$ cat src/rtl/hpsdr_pkg.sv
// Shared types and default constants for the keying/TX-control path.
package hpsdr_pkg;

  typedef enum logic [1:0] {
    IDLE  = 2'd0,
    KEYED = 2'd1,
    HANG  = 2'd2
  } key_state_t;

  localparam int KEY_PRESCALE_48M = 48000;
  localparam int KEY_HANG_W       = 8;

endpackage

$ cat src/rtl/ms_prescaler.sv
// Millisecond tick generator: counts 0..PRESCALE-1 while enabled, tick on the last count.
module ms_prescaler #(
  parameter int PRESCALE = 48000
) (
  input  logic clock,
  input  logic reset_n,
  input  logic clr,
  input  logic en,
  output logic tick
);

  localparam int CW = (PRESCALE > 1) ? $clog2(PRESCALE) : 1;
  localparam logic [CW-1:0] LAST = CW'(PRESCALE - 1);

  logic [CW-1:0] cnt;

  // Tick is combinational so the consumer acts in the same cycle the count hits LAST.
  assign tick = en & (cnt == LAST);

  // Counter runs only while enabled; any disabled cycle or explicit clear parks it at 0.
  always_ff @(posedge clock or negedge reset_n) begin
    if (!reset_n)          cnt <= '0;
    else if (clr || !en)   cnt <= '0;
    else if (tick)         cnt <= '0;
    else                   cnt <= cnt + CW'(1);
  end

endmodule

$ cat src/rtl/key_sequencer.sv
// TX keying sequencer: merges PTT/dot/dash into one key, holds tx_on through a ms hang time.
module key_sequencer
  import hpsdr_pkg::*;
#(
  parameter int PRESCALE = KEY_PRESCALE_48M,
  parameter int HANG_W   = KEY_HANG_W
) (
  input  logic              clock,
  input  logic              reset_n,
  input  logic              ptt_in,
  input  logic              dot_in,
  input  logic              dash_in,
  input  logic [HANG_W-1:0] hang_ms,
  output logic              tx_on,
  output logic              cw_key,
  output logic              hang_active,
  output logic              key_rise,
  output logic              key_fall
);

  key_state_t        state_q, state_n;
  logic              key_q, key_d;
  logic [HANG_W-1:0] hang_cnt;
  logic              hang_load, hang_dec;
  logic              presc_clr, presc_en, tick;

  // Key sampling and edge pulses; edges are taken between key_q and its delayed copy.
  always_ff @(posedge clock or negedge reset_n) begin
    if (!reset_n) begin
      key_q    <= 1'b0;
      key_d    <= 1'b0;
      cw_key   <= 1'b0;
      key_rise <= 1'b0;
      key_fall <= 1'b0;
    end else begin
      key_q    <= ptt_in | dot_in | dash_in;
      key_d    <= key_q;
      cw_key   <= dot_in | dash_in;
      key_rise <= key_q & ~key_d;
      key_fall <= ~key_q & key_d;
    end
  end

  assign presc_en  = (state_q == HANG);
  assign presc_clr = hang_load;

  ms_prescaler #(.PRESCALE(PRESCALE)) u_presc (
    .clock   (clock),
    .reset_n (reset_n),
    .clr     (presc_clr),
    .en      (presc_en),
    .tick    (tick)
  );

  // Next-state logic; a re-key in HANG wins over an expiring tick.
  always_comb begin
    state_n   = state_q;
    hang_load = 1'b0;
    hang_dec  = 1'b0;
    case (state_q)
      IDLE: begin
        if (key_q) state_n = KEYED;
      end
      KEYED: begin
        if (!key_q) begin
          if (hang_ms == '0) begin
            state_n = IDLE;
          end else begin
            state_n   = HANG;
            hang_load = 1'b1;
          end
        end
      end
      HANG: begin
        if (key_q) begin
          state_n = KEYED;
        end else if (tick) begin
          if (hang_cnt <= HANG_W'(1)) state_n = IDLE;
          else                        hang_dec = 1'b1;
        end
      end
      default: state_n = IDLE;
    endcase
  end

  // State register with outputs registered from next-state so they line up with the state.
  always_ff @(posedge clock or negedge reset_n) begin
    if (!reset_n) begin
      state_q     <= IDLE;
      tx_on       <= 1'b0;
      hang_active <= 1'b0;
    end else begin
      state_q     <= state_n;
      tx_on       <= (state_n != IDLE);
      hang_active <= (state_n == HANG);
    end
  end

  // Hang counter: hang_ms captured once on entry to HANG, then counted down per ms tick.
  always_ff @(posedge clock or negedge reset_n) begin
    if (!reset_n)       hang_cnt <= '0;
    else if (hang_load) hang_cnt <= hang_ms;
    else if (hang_dec)  hang_cnt <= hang_cnt - HANG_W'(1);
  end

endmodule

$ cat config.mk
export PLATFORM = sky130hd
export DESIGN_NAME = key_sequencer
export DESIGN_NICKNAME = d
export VERILOG_FILES = /design/src/rtl/hpsdr_pkg.sv /design/src/rtl/ms_prescaler.sv /design/src/rtl/key_sequencer.sv
export SDC_FILE = /design/constraint.sdc
export NUM_CORES = 1
export LEC_CHECK = 0
export ABC_AREA = 0
export CAP_MARGIN = 20
export CORE_MARGIN = 8
export CORE_UTILIZATION = 55
export DETAILED_ROUTE_END_ITERATION = 6
export PLACE_DENSITY = 0.84
export SYNTH_ARGS = -nofsm -noshare
export SYNTH_HDL_FRONTEND = slang
export SYNTH_SLANG_ARGS = --single-unit
$ cat constraint.sdc
create_clock -name clock -period 5.6 [get_ports clock]
set_input_delay 0.84 -clock clock [delete_from_list [all_inputs] [get_ports clock]]
set_output_delay 0.84 -clock clock [all_outputs]
set_load 0.005 [all_outputs]
==> flow_summary.ini, run 1 <==
[critical_path]
timing.critical_path.slowest_cell_delay_ps = 730
worstRegToRegCells = 5
path_max_fanout = 12
critPathLaunchType = input pin
slowest_library_cell_on_the_worst_path = sky130_fd_sc_hd__a2111oi_2
crit_path_cell_trace = clkdlybuf4s50_1, nor4_1, a2111oi_2, buf_4, nor2_1, a22oi_1
crit_buf_inv = 2
cp_top_family = compound AO/OA/AOI/OAI gates
worst_ep_required_time_ps = 5880
crit_arrival_ps = 2640
timing.setup.critical_path_class = in -> reg
crit_cells = 6
worstSetupEndpointType = register

[routing]
drcViolationCount = 0
route.met2.wl_um = 1590
top_layer = met4
routed_length_on_met3_um = 191
count_of_vias_placed_by_the_detailed_router = 1255
totalWireLength_um = 3290
detail_route.iter0.violations = 104
routed_wire_length_per_instance_um = 14.9
avgViaCountPerCell = 5.70
detail_route.wirelength.met1_um = 1400
dr.pass1.iters = 4
postRouteAntennaNets = 0

[clock_tree]
tritoncts = yes
clk_root_buffer_cell = sky130_fd_sc_hd__clkbuf_4
cts_made_buffers = 5
clkLatencyLatePin_ps = 360
clock-sinks = 33
clkSlewWorstSetupHoldPaths_ps = 120
cts-htree-levels = 2
post_cts.repair.setup_buffers = 0
cts.hold.buffers_added = 0
post_cts.resized_instances = 0
cts_buffer_depth = 2

[placed_design]
portBuffers = 17
place.gp.congestion = 0.869
place.detailed.hpwl_um = 2430

[yosys]
synth-async-reset-ratio = 1.00
yosysMostFrequentCell = sky130_fd_sc_hd__dfrtp_1
synth_seq_area_share = 0.501
synth_ff_type = sky130_fd_sc_hd__dfrtp_1
synthDominantCellAreaShare = 0.501
cell_taking_the_most_area_after_synthesis = sky130_fd_sc_hd__dfrtp_1
syn_nets = 179
syn_inst = 163
synth_cell_type_count = 41
yosys-top-cells-area = sky130_fd_sc_hd__dfrtp_1 50%, sky130_fd_sc_hd__xor2_1 5.3%, sky130_fd_sc_hd__nor2_1 4.6%
mappedNetlistArea_mm2 = 0.00165
synth_top_cells_by_count = 33 x sky130_fd_sc_hd__dfrtp_1, 20 x sky130_fd_sc_hd__nor2_1, 14 x sky130_fd_sc_hd__nand2_1
ys.warnings.count = 0
postSynthRegisterBits = 33
synth-edff-count = 0
syn_area_per_cell_um2 = 10.1

[hold_path]
holdCritPathClass = reg -> reg
hold_critical_path_depth = 1

[power]
worst_ir_drop_vdd_mv = 0.114
power.density_mw_per_mm2 = 244
power.leakage_nw = 0.773

[floorplanning]
design.portCount = 18
floorplan.initialDensity = 0.558
design.die.area_mm2 = 0.00501
placeable_core_area_mm2 = 0.00295
die_h_um = 70.8
die_x_um = 70.8
core.rowCount = 20

[global_routing]
grt_pass1_vias = 1318
grtUsageTotal = 0.142
first_pass_grt_wire_length_um = 5600
grt_max_degree = 34
grt_antenna_before_repair = 0
grt-ovfl-total = 0

[sta]
fin_hold_ws_ps = 426
fin_tns_setup_ps = 0
worst-slew-pin-transition_ps = 744
setup_viol = 0
hold_violations = 0
timing.max_slew.rel_slack = 0.503
max_freq_mhz = 423
rsz_0062_raised_after_global_routing = no
period_needed_ps = 2360
maxSlewViolCount = 0
min_period_over_period = 0.422
clock-skew-final_ps = 15.3

[layout]
seq_area_um2 = 826
design.final.nets = 202
finalCoreUtilization = 0.650
antenna_cells_inserted = 0
layout.filler_cells = 240
layout-drive-gt1-share = 0.102
flow.area_growth_from_synthesis_pct = 16.3
multi_input_comb_area_um2 = 785

[run_status]
run_status = complete, no violations

[flow_run]
max-cap-violations = 0
## layout make-up
class / count / share of cell area
timing repair buffer: 19 / 0.0965
multi-input combinational: 120 / 0.409
inverter: 7 / 0.0137
sequential: 33 / 0.431
tap: 33 / 0.0215
clock inverter: 3 / 0.00913
clock buffer: 5 / 0.0196
## final timing paths
kind | slack [ps] | startpoint | to
worst max register to register | 3370 | u_presc.cnt[14]$_DFF_PN0_ | u_presc.cnt[9]$_DFF_PN0_
min in group asynchronous | 870 | reset_n | u_presc.cnt[11]$_DFF_PN0_
worst max-delay path | 3240 | hang_ms[0] | tx_on$_DFF_PN0_
max in group asynchronous | 4420 | reset_n | u_presc.cnt[12]$_DFF_PN0_
worst min-delay path | 430 | key_d$_DFF_PN0_ | key_rise$_DFF_PN0_
worst min register to register | 430 | key_d$_DFF_PN0_ | key_rise$_DFF_PN0_
## routing by layer
layer,global-route usage,vias to the layer above
li1,-,616
met1,0.148,597
met2,0.232,32
met3,0.0424,10
met4,0.118,0
met5,0,-
## flip-flops by register name (all words and copies together), names as in the netlist
| signal | cells |
|---|---|
| hang_cnt | 8 |
| tx_on | 1 |
| key_d | 1 |
| u_presc.cnt | 16 |
| state_q | 2 |
| key_q | 1 |
| key_rise | 1 |
| hang_active | 1 |
| cw_key | 1 |
| key_fall | 1 |
## cells in the final DEF (no fill, tap or decap), types with 3 or more instances in the layout
cell	instances
sky130_fd_sc_hd__dfrtp_1	33
sky130_fd_sc_hd__nor3_1	3
sky130_fd_sc_hd__xor2_1	10
sky130_fd_sc_hd__o21ai_0	4
sky130_fd_sc_hd__ha_1	3
sky130_fd_sc_hd__nor2b_1	3
sky130_fd_sc_hd__clkdlybuf4s50_1	17
sky130_fd_sc_hd__nor4_1	4
sky130_fd_sc_hd__nand2_1	14
sky130_fd_sc_hd__inv_1	7
sky130_fd_sc_hd__or3_1	5
sky130_fd_sc_hd__clkbuf_4	5
sky130_fd_sc_hd__nand4_1	7
sky130_fd_sc_hd__nor2_1	20
sky130_fd_sc_hd__nand3_1	10
sky130_fd_sc_hd__xnor2_1	7
## where the power goes
group          leakage (nW)  internal [mW]  switching [mW]
logic                 0.319         0.0338          0.0314
registers             0.424          0.254          0.0151
clock network        0.0310         0.0472          0.0861
## per-stage QoR
step	worst slack, ps	total power [mW]	area, um^2	std cells
6_report	3240	0.468	1920	220
5_1_grt	3040	0.488	1920	220
4_1_cts	3250	0.470	1920	220
3_5_place_dp	2880	0.339	1860	212
3_3_place_gp	2980	0.335	1860	212
2_1_floorplan	3470	0.308	1650	163
## cells by family (layout without fill, tap and decap cells)
logic type,Yosys count,count (layout),synth area share
AOI/OAI and AO/OA,18,18,0.0766
buffers and inverters,10,34,0.0235
and+or+nand+nor,79,79,0.266
muxes,3,3,0.0197
adders and majority gates,3,3,0.0228
xor gates and xnor gates,17,17,0.0903
DFF,33,33,0.501
Power figures use the tool's default switching activity.
==> inputs of run 2 (changes only) <==
clock period = 2.2 ns   (was 5.6 ns; I/O delays follow)
==> run 2 against run 1 <==
- die area is the same
- via count grew 0.32%
- sequential power grew to 2.5 times the previous value
- worst setup slack lost 3100 ps
- critical path depth shrank 1
- sequential cell count is the same
- register-to-register slack lost 3200 ps
- clock power grew 140%
- first-iteration DRC count grew 31%
- wire length grew 1.1%
- critical endpoint is now hang_cnt[4]$_DFFE_PN0P_
- largest power group unchanged
==> flow_summary.ini, run 2 (synthesis gave the netlist of run 1 again) <==
[run_status]
run_status = complete, no violations

[global_routing]
grt_antenna_before_repair = 0
gr-usage-met3 = 0.0650
routing_usage_on_met1 = 0.149
grt-busiest-layer = met2
grt_max_degree = 34
first_pass_grt_wire_length_um = 5660
met2_usage = 0.247
grtUsageTotal = 0.146
grt-ovfl-total = 0
grt_pass1_vias = 1299

[layout]
layout.cells.most_common = sky130_fd_sc_hd__dfrtp_1
layout-drive-gt1-share = 0.105
most-common-layout-cells = 33 x sky130_fd_sc_hd__dfrtp_1, 20 x sky130_fd_sc_hd__nor2_1, 17 x sky130_fd_sc_hd__clkdlybuf4s50_1, 14 x sky130_fd_sc_hd__nand2_1
reg_top3 = u_presc.cnt: 16 flops, hang_cnt: 8 flops, state_q: 2 flops
largest-register = u_presc.cnt
final_area_mm2 = 0.00195
design.final.nets = 206
flow.area_growth_from_synthesis_pct = 18.5
finalCoreUtilization = 0.662
largest_register_ffs = 16
antenna_cells_inserted = 0

[critical_path]
critPathLaunchType = register
ff2ff_setup_slack_ps = 160
path_max_fanout = 3
worst_r2r_startpoint = u_presc.cnt[10]$_DFF_PN0_
timing.setup.critical_path_class = reg -> reg
crit_arrival_ps = 2280
worst_ep_required_time_ps = 2430
worstRegToRegCells = 5
critical_path.reg2reg.endpoint = hang_cnt[4]$_DFFE_PN0P_
worstSetupEndpointType = register

[floorplanning]
floorplan.initialDensity = 0.558
die_x_um = 70.8
design.portCount = 18
die_h_um = 70.8
design.die.area_mm2 = 0.00501
placeable_core_area_mm2 = 0.00295
core.rowCount = 20

[sta]
maxSlewViolCount = 0
timing.max_slew.rel_slack = 0.609
rsz_0062_raised_after_global_routing = no
clock-skew-final_ps = 4.84
setup_viol = 0
hold_violations = 0
period_needed_ps = 2040
worst-slew-pin-transition_ps = 582
fin_hold_ws_ps = 391
min_period_over_period = 0.930
fin_tns_setup_ps = 0
max_freq_mhz = 489

[power]
power.density_mw_per_mm2 = 600
power.leakage_nw = 0.795
p_total_mw = 1.17
worst_ir_drop_vdd_mv = 0.352

[routing]
postRouteAntennaNets = 0
totalWireLength_um = 3320
count_of_vias_placed_by_the_detailed_router = 1259
routed_wire_length_per_instance_um = 14.8
avgViaCountPerCell = 5.62
detail_route.iter0.violations = 136
drcViolationCount = 0
dr.pass1.iters = 4

[clock_tree]
clk_root_buffer_cell = sky130_fd_sc_hd__clkbuf_4
cts_made_buffers = 5
cts_buffer_depth = 2
clkSlewWorstSetupHoldPaths_ps = 90
tritoncts = yes
cts.hold.buffers_added = 0
clock-sinks = 33
post_cts.repair.setup_buffers = 0
cts-htree-levels = 2
clkLatencyLatePin_ps = 340
post_cts.resized_instances = 0

[placed_design]
place.gp.congestion = 0.784
portBuffers = 17
place_area_mm2 = 0.00191
place.detailed.hpwl_um = 2470

[hold_path]
holdCritPathClass = in -> async

[flow_run]
max-cap-violations = 0
==> run 2: metrics by stage <==
| stage | worst slack (ps) | std cells |
|---|---|---|
| global placement | 219 | 216 |
| finish | 155 | 224 |
| detailed placement | 148 | 216 |
| global route | 76.5 | 224 |
| floorplan | 297 | 163 |
| CTS | 166 | 224 |
==> run 2: how the worst max path moves through the flow <==
stage | endpoint | from | slack (ps)
finish | hang_cnt[4]$_DFFE_PN0P_ | u_presc.cnt[10]$_DFF_PN0_ | 160
floorplan | hang_cnt[3]$_DFFE_PN0P_ | u_presc.cnt[10]$_DFF_PN0_ | 300
global placement | hang_cnt[4]$_DFFE_PN0P_ | hang_ms[1] | 220
CTS | hang_cnt[5]$_DFFE_PN0P_ | u_presc.cnt[10]$_DFF_PN0_ | 170
detailed placement | hang_cnt[5]$_DFFE_PN0P_ | hang_ms[5] | 150
global route | hang_cnt[4]$_DFFE_PN0P_ | u_presc.cnt[10]$_DFF_PN0_ | 80
==> run 2: per-layer routing <==
metal,vias up,part of all wire
li1,622,-
met1,605,0.39
met2,28,0.53
met3,4,0.069
met4,0,0.010
met5,-,0
==> run 2: area by class of cell <==
type / instances / area (um^2)
clock buffers: 8 / 48.8
fillers: 238 / 998
inverters: 7 / 26.3
multi-input cells: 120 / 785
flip-flops and latches: 33 / 826
well taps: 33 / 41.3
repair buffers: 23 / 228
==> run 2: where the power goes <==
part / internal [mW] / total [mW] / switching, mW
Combinational: 0.0893 / 0.172 / 0.0824
Clock: 0.127 / 0.316 / 0.189
Sequential: 0.646 / 0.685 / 0.0385
Total: 0.863 / 1.17 / 0.309
==> run 2: worst max-delay path: stages, from the launching register on <==
cell and delay (ps):
sky130_fd_sc_hd__dfrtp_1 410, sky130_fd_sc_hd__or4b_4 570, sky130_fd_sc_hd__nor4_1 400, sky130_fd_sc_hd__nand3_1 150
sky130_fd_sc_hd__xnor2_1 150, sky130_fd_sc_hd__mux2_2 250
==> inputs of run 3 (changes only) <==
CORE_ASPECT_RATIO = 0.75   (was unset)
CTS_CLUSTER_DIAMETER = 40   (was unset)
clock period = 2.3 ns   (was 2.2 ns; I/O delays follow)
==> run 3 against run 2 <==
- utilization up 3.5 points
- via count increased by 2.6%
- die area increased by 0.36%
- total power is 26% higher
- clock power rose by 110%
- largest power group unchanged
==> flow_summary.ini, run 3 (synthesis gave the netlist of run 1 again) <==
[run_status]
run_status = complete, no violations

[global_routing]
grt-ovfl-total = 0
grt_pass1_vias = 1284
first_pass_grt_wire_length_um = 5930
grt_antenna_before_repair = 0
grt_max_degree = 34
grtUsageTotal = 0.150

[layout]
antenna_cells_inserted = 0
layout.cells.most_common = sky130_fd_sc_hd__dfrtp_1
largest-register = u_presc.cnt
design.final.nets = 203
largest_register_ffs = 16
flow.area_growth_from_synthesis_pct = 22.2
layout-drive-gt1-share = 0.106
most-common-layout-cells = 33 x sky130_fd_sc_hd__dfrtp_1, 20 x sky130_fd_sc_hd__nor2_1, 17 x sky130_fd_sc_hd__clkdlybuf4s50_1, 14 x sky130_fd_sc_hd__nand2_1
layout.filler_cells = 227
reg_top3 = u_presc.cnt: 16 flops, hang_cnt: 8 flops, state_q: 2 flops

[sta]
max_freq_mhz = 490
min_period_over_period = 0.887
worst-slew-pin-transition_ps = 611
rsz_0062_raised_after_global_routing = no
clock-skew-final_ps = 3.39
period_needed_ps = 2040
setup_viol = 0
hold_violations = 0
fin_tns_setup_ps = 0
timing.max_slew.rel_slack = 0.589
maxSlewViolCount = 0

[clock_tree]
cts_buffer_depth = 2
clkSlewWorstSetupHoldPaths_ps = 70
cts.hold.buffers_added = 0
post_cts.repair.setup_buffers = 0
clkLatencyLatePin_ps = 280
clk_root_buffer_cell = sky130_fd_sc_hd__clkbuf_8
post_cts.resized_instances = 0
tritoncts = yes
cts_made_buffers = 5
clock-sinks = 33
cts-htree-levels = 2

[critical_path]
path_max_fanout = 3
timing.setup.critical_path_class = reg -> reg
slowest_library_cell_on_the_worst_path = sky130_fd_sc_hd__or4b_4
crit_arrival_ps = 2210
worst_ep_required_time_ps = 2470
crit_buf_inv = 0
timing.critical_path.slowest_cell_delay_ps = 580
critPathLaunchType = register
worstSetupEndpointType = register
crit_path_cell_trace = or4b_4, nor4_1, nand3_1, xnor2_1, mux2_2
cp_top_family = simple AND/OR/NAND/NOR gates

[floorplanning]
design.die.area_mm2 = 0.00502
core.rowCount = 17
placeable_core_area_mm2 = 0.00289
die_h_um = 63.4
die_x_um = 79.2
floorplan.initialDensity = 0.570
design.portCount = 18

[power]
worst_ir_drop_vdd_mv = 0.602
share_seq_of_total_power = 0.447
p_total_mw = 1.47
power.leakage_nw = 0.815
net-switching-power_mw = 0.334
power.density_mw_per_mm2 = 731
power_report.internal_total_mw = 1.14
switching_share = 0.227
comb_power_share = 0.111
clock_power_share = 0.442

[hold_path]
holdCritPathClass = reg -> reg

[routing]
postRouteAntennaNets = 0
routed_length_on_met3_um = 205
totalWireLength_um = 3460
routed_wire_length_per_instance_um = 15.3
top_layer = met4
dr.pass1.iters = 4
avgViaCountPerCell = 5.72
detail_route.iter0.violations = 85
route.met2.wl_um = 1750
drcViolationCount = 0
detail_route.wirelength.met1_um = 1470
count_of_vias_placed_by_the_detailed_router = 1292

[placed_design]
place.detailed.hpwl_um = 2590
portBuffers = 17
place.gp.congestion = 0.846

[flow_run]
max-cap-violations = 0
## run 3: power groups by stage
stage	logic [mW]	clock network (mW)	registers, mW
after detailed placement	0.163	0	0.667
after floorplan	0.0930	0	0.656
after CTS	0.164	0.661	0.657
after global placement	0.152	0	0.663
after global routing	0.180	0.685	0.663
final	0.163	0.650	0.658
## run 3: cell type report
class | count | area [um^2] | area share
Inverter | 7 | 26.3 | 0.0130
Timing Repair Buffer | 20 | 193 | 0.0957
Clock buffer | 5 | 68.8 | 0.0342
Multi-Input combinational cell | 120 | 785 | 0.389
Sequential cell | 33 | 826 | 0.410
Clock inverter | 3 | 68.8 | 0.0342
Tap cell | 38 | 47.5 | 0.0236
## run 3: final timing paths
path	cells after the start	from	slack [ps]	end
setup / recovery	5	u_presc.cnt[10]$_DFF_PN0_	260	hang_cnt[4]$_DFFE_PN0P_
hold / removal	1	key_d$_DFF_PN0_	430	key_rise$_DFF_PN0_
setup reg to reg	5	u_presc.cnt[10]$_DFF_PN0_	260	hang_cnt[4]$_DFFE_PN0P_
hold reg to reg	1	key_d$_DFF_PN0_	430	key_rise$_DFF_PN0_
max in group asynchronous	2	reset_n	1540	u_presc.cnt[6]$_DFF_PN0_
min in group asynchronous	2	reset_n	460	u_presc.cnt[0]$_DFF_PN0_
## run 3: per-stage QoR
stage | instance area, um^2 | setup WS (ps) | instances | hold WS, ps | util
2_1_floorplan | 1650 | 397 | 163 | 49.4 | -
3_3_place_gp | 1880 | 302 | 218 | 404 | 0.649
3_5_place_dp | 1880 | 178 | 218 | 432 | 0.649
4_1_cts | 2010 | 258 | 226 | 443 | 0.696
5_1_grt | 2010 | 209 | 226 | 474 | 0.696
6_report | 2010 | 261 | 226 | 432 | 0.696
## run 3: metal layers
layer	track usage	vias to the layer above
met4	0.0737	0
met5	0	-
met3	0.0538	5
li1	-	619
met1	0.170	635
met2	0.244	33
